==> src/rtl/wave_capture_ctrl.sv <==
// -----------------------------------------------------------------------------
// wave_capture_ctrl
//
// Double-buffer write scheduler for the 512x8 waveform sample RAM.
//
// ARMED waits for a positive zero-crossing (previous sample negative, current
// sample non-negative). ACTIVE then writes CAPTURE_LEN samples into the RAM
// half the display is not reading. WAIT holds the finished half back until
// the display is blanking, and only then flips read_index. A displayed frame
// therefore never mixes two captures.
//
// Optional feature, macro WAVE_TRIGGER_TIMEOUT_EN:
//   When defined, ARMED counts strobes since it was entered. The
//   TRIG_TIMEOUT-th strobe without a trigger forces a capture, so a flat or DC
//   input still refreshes the display. When undefined, ARMED waits
//   indefinitely and no timeout counter is built.
//
// Clocking and reset: every register updates on the rising edge of clk.
// reset is synchronous and active-low.
// -----------------------------------------------------------------------------
module wave_capture_ctrl #(
  parameter int SAMPLE_W     = 16,
  parameter int CAPTURE_LEN  = 256,  // must equal 2**(ADDR_W-1)
  parameter int ADDR_W       = 9,
  parameter int TRIG_TIMEOUT = 512
) (
  input  logic                clk,
  input  logic                reset,
  input  logic                new_sample_ready,
  input  logic [SAMPLE_W-1:0] new_sample_in,
  input  logic                wave_display_idle,
  output logic [ADDR_W-1:0]   write_address,
  output logic [7:0]          write_sample,
  output logic                write_enable,
  output logic                read_index
);

  localparam int CNT_W = ADDR_W - 1;
  localparam logic [CNT_W-1:0] CNT_LAST = CNT_W'(CAPTURE_LEN - 1);
  localparam logic [CNT_W-1:0] CNT_ONE  = CNT_W'(1);
  localparam logic signed [SAMPLE_W-1:0] ZERO = '0;

  typedef enum logic [1:0] {
    S_ARMED  = 2'd0,
    S_ACTIVE = 2'd1,
    S_WAIT   = 2'd2
  } state_t;

  state_t              state, state_n;
  logic [CNT_W-1:0]    count, count_n;
  logic                read_index_n;
  logic                write_enable_n;
  logic [ADDR_W-1:0]   write_address_n;
  logic [7:0]          write_sample_n;
  logic [SAMPLE_W-1:0] prev_sample;

  // Display byte: signed sample top byte moved to offset-binary (+128).
  logic [7:0] sample_byte;
  assign sample_byte = new_sample_in[SAMPLE_W-1 -: 8] ^ 8'h80;

  // Positive zero-crossing between the previous strobe and this one.
  logic crossing;
  assign crossing = ($signed(prev_sample) < ZERO) && ($signed(new_sample_in) >= ZERO);

`ifdef WAVE_TRIGGER_TIMEOUT_EN
  localparam int TMO_W = $clog2(TRIG_TIMEOUT);
  localparam logic [TMO_W-1:0] TMO_LAST = TMO_W'(TRIG_TIMEOUT - 1);

  logic [TMO_W-1:0] tmo_count, tmo_count_n;
  logic             timeout_hit;

  // The strobe that would be the TRIG_TIMEOUT-th one seen in ARMED.
  assign timeout_hit = new_sample_ready && (tmo_count == TMO_LAST);
`else
  // Without the timeout feature the limit has no hardware behind it.
  localparam int unused_trig_timeout = TRIG_TIMEOUT;
  logic timeout_hit;
  assign timeout_hit = 1'b0;
`endif

  // Next-state and registered-output decode for the capture FSM.
  always_comb begin
    // NOTE: every signal assigned here gets a default first, so no path can infer a latch.
    state_n         = state;
    count_n         = count;
    read_index_n    = read_index;
    write_enable_n  = 1'b0;
    write_address_n = write_address;
    write_sample_n  = write_sample;
`ifdef WAVE_TRIGGER_TIMEOUT_EN
    tmo_count_n     = '0;
`endif

    unique case (state)
      S_ARMED: begin
`ifdef WAVE_TRIGGER_TIMEOUT_EN
        if (new_sample_ready) tmo_count_n = tmo_count + 1'b1;
        else                  tmo_count_n = tmo_count;
`endif
        if (new_sample_ready && (crossing || timeout_hit)) begin
          // The trigger sample itself is the first sample of the capture.
          write_enable_n  = 1'b1;
          write_address_n = {~read_index, {CNT_W{1'b0}}};
          write_sample_n  = sample_byte;
          count_n         = CNT_ONE;
          state_n         = S_ACTIVE;
        end
      end

      S_ACTIVE: begin
        if (new_sample_ready) begin
          write_enable_n  = 1'b1;
          write_address_n = {~read_index, count};
          write_sample_n  = sample_byte;
          if (count == CNT_LAST) begin
            count_n = '0;
            state_n = S_WAIT;
          end else begin
            count_n = count + 1'b1;
          end
        end
      end

      S_WAIT: begin
        // Strobes are dropped here; hand over the new half only during blanking.
        if (wave_display_idle) begin
          read_index_n = ~read_index;
          state_n      = S_ARMED;
        end
      end

      default: begin
        state_n = S_ARMED;
        count_n = '0;
      end
    endcase
  end

  // State, counters and all outputs are registered; synchronous active-low reset.
  always_ff @(posedge clk) begin
    // NOTE: sequential state uses non-blocking assignments so every register samples pre-edge values.
    if (!reset) begin
      state         <= S_ARMED;
      count         <= '0;
      read_index    <= 1'b0;
      write_enable  <= 1'b0;
      write_address <= '0;
      write_sample  <= '0;
      prev_sample   <= '0;
`ifdef WAVE_TRIGGER_TIMEOUT_EN
      tmo_count     <= '0;
`endif
    end else begin
      state         <= state_n;
      count         <= count_n;
      read_index    <= read_index_n;
      write_enable  <= write_enable_n;
      write_address <= write_address_n;
      write_sample  <= write_sample_n;
      if (new_sample_ready) prev_sample <= new_sample_in;
`ifdef WAVE_TRIGGER_TIMEOUT_EN
      tmo_count     <= tmo_count_n;
`endif
    end
  end

endmodule

==> config.mk <==
export PLATFORM = sky130hd
export DESIGN_NAME = wave_capture_ctrl
export DESIGN_NICKNAME = d
export VERILOG_FILES = /design/src/rtl/wave_capture_ctrl.sv
export SDC_FILE = /design/constraint.sdc
export NUM_CORES = 1
export LEC_CHECK = 0
export CORE_UTILIZATION = 44
export DETAILED_ROUTE_END_ITERATION = 16
export HOLD_SLACK_MARGIN = 0.15
export PLACE_DENSITY_LB_ADDON = 0.15
export SLEW_MARGIN = 20
export SYNTH_ARGS = -nofsm -noshare
export SYNTH_HDL_FRONTEND = slang
export SYNTH_SLANG_ARGS = --single-unit
==> constraint.sdc <==
create_clock -name clk -period 2.2 [get_ports clk]
set_clock_uncertainty 0.2 [all_clocks]
set_input_delay 0.44 -clock clk [delete_from_list [all_inputs] [get_ports clk]]
set_output_delay 0.44 -clock clk [all_outputs]
set_load 0.005 [all_outputs]
==> impl_metrics.sql, run 1 <==
INSERT INTO impl_metrics (metric_group, metric, value, unit) VALUES
('floorplanning', 'start_util', '46.6', '%'),
('hold_path', 'hold_class', 'flip-flop to flip-flop', ''),
('routing', 'dr_total_vias', '1123', ''),
('layout', 'fillerInstances', '253', ''),
('routing', 'detail_route.vias_per_cell', '5.25', ''),
('place', 'port_buffers', '30', ''),
('worst_setup_path', 'cp_max_fo', '5', ''),
('global_routing', 'grt_antenna_before_repair', '0', ''),
('cts', 'number_of_gates_resized_after_cts', '0', ''),
('job', 'timing.max_cap.violations', '0', ''),
('routing', 'finalWirelength', '2720', 'µm'),
('routing', 'remaining_drc_errors', '0', ''),
('power', 'power-per-cell-area', '564', 'nW/µm²'),
('sta', 'fmax', '0.531', 'GHz'),
('synthesis', 'syn-num-nets', '163', ''),
('routing', 'drt_iter0_markers', '21', ''),
('synthesis', 'synth-seq-area-share', '46.7', '%'),
('worst_setup_path', 'critPathSlowestCell', 'or4_1', ''),
('cts', 'clk_pin_slew_worst_paths', '0.09', 'ns'),
('floorplanning', 'floorplan.core_area', '2760', 'µm²'),
('place', 'detailed_place_hpwl', '1970', 'µm'),
('floorplanning', 'floorplan.io_pins', '39', ''),
('worst_setup_path', 'crit_path_max_incr_delay', '0.52', 'ns'),
('worst_setup_path', 'path_buf_inv', '1', ''),
('routing', 'drt-pass1-iter-count', '4', ''),
('run_status', 'result_of_the_run', 'finished clean', ''),
('cts', 'cts.sinks', '30', ''),
('layout', 'multiInputGateArea', '651', 'µm²'),
('worst_setup_path', 'timing.critical_path.max_delay_family', 'simple AND/OR/NAND/NOR gates', ''),
('cts', 'cts-buffers-inserted', '5', ''),
('sta', 'timing.slew.headroom', '70.8', '%'),
('worst_setup_path', 'crit_required', '2.26', 'ns'),
('global_routing', 'via_count_of_the_first_global_routing_pass', '1056', ''),
('routing', 'detail_route.wl_per_cell', '12.7', 'µm'),
('sta', 'final.period_utilization', '85.6', '%'),
('sta', 'endpoints_failing_setup', '0', ''),
('worst_setup_path', 'critical_path.cell_chain', 'clkdlybuf4s50_1 -> nor3b_2 -> o21ai_2 -> or4_1 -> a21oi_1', ''),
('layout', 'final_cell_area', '1720', 'µm²'),
('routing', 'antenna_violating_nets_post_route', '0', ''),
('cts', 'post-cts-setup-buffer-count', '0', ''),
('place', 'placed_area', '1680', 'µm²'),
('worst_setup_path', 'timing.reg2reg.worst_path_depth', '6', ''),
('layout', 'antenna_cells_inserted', '0', ''),
('worst_setup_path', 'worst_setup_path_start_kind', 'input port', ''),
('worst_setup_path', 'critPathArrivalTime', '1.94', 'ns'),
('cts', 'clock_tree_from_tritoncts', 'yes', ''),
('worst_setup_path', 'path_class', 'input port to flip-flop', ''),
('place', 'globalplace.congestion', '0.781', ''),
('power', 'power_leakage', '0.620', 'nW'),
('worst_setup_path', 'worstSetupPathDepth', '5', ''),
('synthesis', 'netlist_area', '1290', 'µm²'),
('cts', 'cts_hold_buf', '0', ''),
('sta', 'max_slew.worst_pin.slew', '0.438', 'ns'),
('sta', 'report.final.hold_viol_count', '0', ''),
('synthesis', 'post_synth_inst_count', '142', ''),
('floorplanning', 'die_area', '3140', 'µm²'),
('cts', 'clk-insertion-delay-late', '0.32', 'ns'),
('layout', 'finalCoreUtilization', '62.4', '%'),
('layout', 'seqCellArea', '601', 'µm²'),
('layout', 'fraction_of_layout_instances_using_a_drive_strength_above_1', '9.84', '%'),
('synthesis', 'synth-seq-cells', '30', ''),
('sta', 'fin_hold_ws', '0.261', 'ns'),
('sta', 'final_max_slew_viol_count', '0', ''),
('layout', 'layout.nets', '204', ''),
('hold_path', 'min_delay_path_depth', '2', ''),
('global_routing', 'grt_pass1_wl', '4700', 'µm'),
('synthesis', 'mean_post_synth_cell_area', '9.06', 'µm²'),
('layout', 'area_growth_syn_to_layout', '33.9', '%'),
('power', 'p_total', '971', 'µW'),
('sta', 'layout_min_cycle_time', '1.88', 'ns'),
('power', 'ir_worst_vdd', '523', 'µV');
==> final cells by class <==
class / count / share of cell area (%)
timing repair buffer: 41 / 22.2
multi-input combinational: 104 / 37.8
sequential: 30 / 34.9
clock buffer: 7 / 2.62
inverter: 1 / 0.218
tap: 31 / 2.25
==> flip-flops by register name, summed over array words and instances (netlist names) <==
| signal | flops |
|---|---|
| write_sample | 8 |
| write_enable | 1 |
| state | 2 |
| count | 8 |
| read_index | 1 |
| write_address | 9 |
| prev_sample | 1 |
==> Yosys cell counts <==
cell	instances	area share, %
dfxtp_1	30	47
nand2_1	18	5.3
a21boi_0	13	7.6
nor2_1	8	2.3
nor2b_1	8	3.9
nand3_1	6	2.3
a22oi_1	5	2.9
o21a_1	5	2.9
and2_1	4	1.9
buf_2	4	1.6
o21ai_0	4	1.6
a21oi_1	3	1.2
clkbuf_1	3	0.88
mux2i_1	3	2.3
and3_1	2	0.97
nand3b_1	2	1.2
nor3b_1	2	1.2
o211ai_1	2	1.2
o31ai_1	2	1.2
or4_1	2	1.2
xor2_1	2	1.4
a2bb2oi_1	1	0.68
a31oi_1	1	0.49
and2_0	1	0.49
and2b_1	1	0.58
and4_1	1	0.68
ha_1	1	0.97
inv_1	1	0.29
nand2b_1	1	0.49
nand4_1	1	0.49
nor3b_2	1	0.97
o21ai_2	1	0.68
or2_1	1	0.49
or3_1	1	0.49
xnor2_1	1	0.68
==> metal layers <==
layer / GRT usage [%] / up-vias / part of all wire (%)
li1: - / 580 / -
met1: 23.2 / 514 / 45
met2: 30.3 / 24 / 48
met3: 6.74 / 5 / 4.7
met4: 9.06 / 0 / 1.5
met5: 0 / - / 0
==> final timing paths <==
| path | from | to | slack [ns] |
|---|---|---|---|
| worst max-delay path | new_sample_in[15] | count[7] | 0.32 |
| worst min-delay path | write_sample[1] | write_sample[1] | 0.26 |
| worst min register to register | write_sample[1] | write_sample[1] | 0.26 |
| worst max register to register | count[0] | count[7] | 0.37 |
==> cells in the final DEF, fill, tap and decap left out, drive strengths merged, types with 6 or more instances in the layout <==
| cell | count |
|---|---|
| dfxtp | 30 |
| clkdlybuf4s50 | 30 |
| nand2 | 18 |
| a21boi | 13 |
| buf | 11 |
| nor2b | 8 |
| nor2 | 8 |
| clkbuf | 7 |
| nand3 | 6 |
==> tightest hold or removal path, cell delays in order (launching register included) <==
cell and delay, ns:
dfxtp_1 0.31, nand2_1 0.04, a21boi_0 0.06
==> where the power goes <==
part	switching (mW)	internal, mW	leakage (nW)
registers	0.0110	0.554	0.242
logic	0.0450	0.0645	0.353
clock network	0.176	0.120	0.0254
total	0.232	0.738	0.620
==> per-stage QoR <==
step,setup slack (ns),cells
finish,0.316,214
global route,0.210,214
CTS,0.328,214
detailed placement,-0.00621,207
global placement,0.0266,207
floorplan,0.497,142
==> kinds of logic (layout without fill, tap and decap cells) <==
group | count (synthesis) | count (layout) | share of synthesized area, %
buffers and inverters | 8 | 49 | 2.72
flip-flops | 30 | 30 | 46.7
adder cells (fa/ha/maj) | 1 | 1 | 0.973
XOR/XNOR | 3 | 3 | 2.04
AO/OA/AOI/OAI | 37 | 37 | 20.3
multiplexers | 3 | 3 | 2.33
AND/OR/NAND/NOR | 60 | 60 | 24.9
No activity file was read; power rests on OpenSTA's default activity.
==> inputs of run 2 (changes only) <==
- CORE_UTILIZATION: 44 -> 45
- CTS_CLUSTER_SIZE: not set -> 10
==> impl_metrics.sql, run 2 (synthesis gave the netlist of run 1 again) <==
INSERT INTO impl_metrics (metric_group, metric, value, unit) VALUES
('routing', 'antenna_violating_nets_post_route', '0', ''),
('global_routing', 'gr-total-overflow', '0', ''),
('hold_path', 'hold_class', 'flip-flop to flip-flop', ''),
('place', 'pre_cts_slack', '-0.0576', 'ns'),
('floorplanning', 'die_y', '55.5', 'µm'),
('layout', 'final_cell_area', '1730', 'µm²'),
('worst_setup_path', 'worst_setup_path_start_kind', 'input port', ''),
('place', 'globalplace.congestion', '0.779', ''),
('layout', 'stdcell_count', '214', ''),
('worst_setup_path', 'path_class', 'input port to flip-flop', ''),
('sta', 'max_slew.worst_pin.slew', '0.423', 'ns'),
('worst_setup_path', 'critPathSlowestCell', 'or4_1', ''),
('global_routing', 'pin_count_of_the_biggest_net_entering_global_routing', '15', ''),
('cts', 'cts.sinks', '30', ''),
('cts', 'number_of_gates_resized_after_cts', '0', ''),
('layout', 'largest_registers', 'write_address: 9 flops, count: 8 flops, write_sample: 8 flops', ''),
('global_routing', 'grt_util_all_layers', '20.1', '%'),
('worst_setup_path', 'cp_max_fo', '5', ''),
('layout', 'fillerInstances', '227', ''),
('routing', 'dr_total_vias', '1146', ''),
('worst_setup_path', 'path_buf_inv', '1', ''),
('floorplanning', 'die_area', '3080', 'µm²'),
('sta', 'timing.slew.headroom', '71.8', '%'),
('layout', 'layout.nets', '203', ''),
('place', 'placed_area', '1670', 'µm²'),
('power', 'share_comb_of_total_power', '10.6', '%'),
('worst_setup_path', 'ff2ff_setup_slack', '0.37', 'ns'),
('cts', 'clock_tree_from_tritoncts', 'yes', ''),
('sta', 'finalWorstSetupSlack', '0.302', 'ns'),
('cts', 'cts-buffers-inserted', '5', ''),
('sta', 'fin_hold_ws', '0.266', 'ns'),
('layout', 'max_flop_register', 'write_address', ''),
('global_routing', 'grt_pass1_wl', '4900', 'µm'),
('place', 'detailed_place_hpwl', '2010', 'µm'),
('global_routing', 'grt_antenna_before_repair', '0', ''),
('sta', 'setup_repair_after_global_routing_missed_its_margin', 'no', ''),
('sta', 'final_max_slew_viol_count', '0', ''),
('cts', 'post-cts-setup-buffer-count', '0', ''),
('layout', 'fraction_of_layout_instances_using_a_drive_strength_above_1', '10.9', '%'),
('floorplanning', 'floorplan.io_pins', '39', ''),
('worst_setup_path', 'timing.critical_path.max_delay_family', 'simple AND/OR/NAND/NOR gates', ''),
('worst_setup_path', 'critical_path.cell_chain', 'clkdlybuf4s50_1 -> nor3b_2 -> o21ai_2 -> or4_1 -> a21oi_1', ''),
('power', 'power_dissipated_by_switching_net_loads', '252', 'µW'),
('cts', 'cts_root_buffer', 'clkbuf_4', ''),
('floorplanning', 'floorplan.core_area', '2730', 'µm²'),
('layout', 'flip_flop_count_of_the_largest_register_after_layout', '9', ''),
('sta', 'fmax', '0.527', 'GHz'),
('power', 'power-per-cell-area', '590', 'nW/µm²'),
('job', 'timing.max_cap.violations', '0', ''),
('routing', 'detail_route.vias_per_cell', '5.36', ''),
('layout', 'area_growth_syn_to_layout', '34.7', '%'),
('power', 'internal_power', '771', 'µW'),
('place', 'placed_cells_incl_taps', '206', ''),
('routing', 'finalWirelength', '2800', 'µm'),
('sta', 'total_negative_setup_slacks', '0', 'ns'),
('routing', 'remaining_drc_errors', '0', ''),
('run_status', 'result_of_the_run', 'finished clean', ''),
('sta', 'layout_min_cycle_time', '1.90', 'ns'),
('layout', 'layout.cells.most_common_list', 'dfxtp_1 (30), clkdlybuf4s50_1 (30), nand2_1 (18)', ''),
('sta', 'endpoints_failing_setup', '0', ''),
('power', 'power.share.clock', '34.1', '%'),
('cts', 'max-clock-path-buffers', '2', ''),
('routing', 'drt_iter0_markers', '25', ''),
('sta', 'final.period_utilization', '86.3', '%'),
('floorplanning', 'rows', '19', ''),
('worst_setup_path', 'crit_path_max_incr_delay', '0.53', 'ns'),
('global_routing', 'via_count_of_the_first_global_routing_pass', '1132', ''),
('worst_setup_path', 'critical_path.endpoint_type', 'flip-flop', ''),
('worst_setup_path', 'critPathArrivalTime', '1.96', 'ns'),
('floorplanning', 'start_util', '47.0', '%'),
('place', 'port_buffers', '30', ''),
('routing', 'drt-pass1-iter-count', '4', ''),
('power', 'seqPwrFrac', '55.3', '%'),
('worst_setup_path', 'crit_required', '2.26', 'ns'),
('cts', 'cts_htree_levels', '2', ''),
('cts', 'clk_pin_slew_worst_paths', '0.10', 'ns'),
('cts', 'cts_hold_buf', '0', ''),
('cts', 'clk-insertion-delay-late', '0.33', 'ns'),
('routing', 'detail_route.wl_per_cell', '13.1', 'µm'),
('floorplanning', 'die_width', '55.5', 'µm'),
('power', 'power_leakage', '0.623', 'nW'),
('layout', 'antenna_cells_inserted', '0', ''),
('power', 'power_switching_share', '24.6', '%'),
('power', 'ir_worst_vdd', '513', 'µV'),
('sta', 'report.final.hold_viol_count', '0', '');
[run 2: cell count changes in the layout (fill, tap and decap cells not counted)]
cell / previous run / this run
clkinvlp_4: 0 / 1
buf_4: 11 / 10
clkinv_2: 0 / 1
clkbuf_8: 0 / 1
clkbuf_1: 2 / 0
[run 2: area by class of cell]
type | count | area, µm² | area share [%]
repair buffers | 40 | 375 | 21.7
multi-input cells | 104 | 651 | 37.5
flip-flops and latches | 30 | 601 | 34.7
clock buffers | 6 | 51.3 | 2.96
well taps | 31 | 38.8 | 2.24
inverters | 1 | 3.75 | 0.217
clock inverters | 2 | 12.5 | 0.722
[run 2: metrics by stage]
stage	utilization, %	power, mW
floorplan	-	0.626
global placement	61.1	0.683
detailed placement	61.1	0.687
CTS	63.4	1.03
global route	63.4	1.07
finish	63.4	1.02
[run 2: worst min-delay path, stage by stage (launching register included)]
cell and delay [ns]:
dfxtp_1 0.32, nand2_1 0.04, a21boi_0 0.06
[run 2: power groups by stage]
stage / Sequential (mW) / Clock, mW / Combinational (mW)
global placement: 0.577 / 0 / 0.106
floorplan: 0.574 / 0 / 0.0519
global route: 0.567 / 0.382 / 0.120
detailed placement: 0.578 / 0 / 0.109
CTS: 0.565 / 0.356 / 0.110
finish: 0.565 / 0.349 / 0.109
[run 2: routing by layer]
layer | track usage (%) | routed length, µm | vias to the layer above
met5 | 0 | 0 | -
met4 | 9.29 | 47 | 0
met3 | 5.62 | 101 | 7
met2 | 33.9 | 1350 | 28
met1 | 23.5 | 1300 | 537
li1 | - | - | 574
[run 2: worst paths after layout]
kind	depth (start not counted)	from	end
setup / recovery	5	new_sample_in[15]	count[7]
hold / removal	2	write_sample[4]	write_sample[4]
setup reg to reg	6	count[0]	count[7]
hold reg to reg	2	write_sample[4]	write_sample[4]
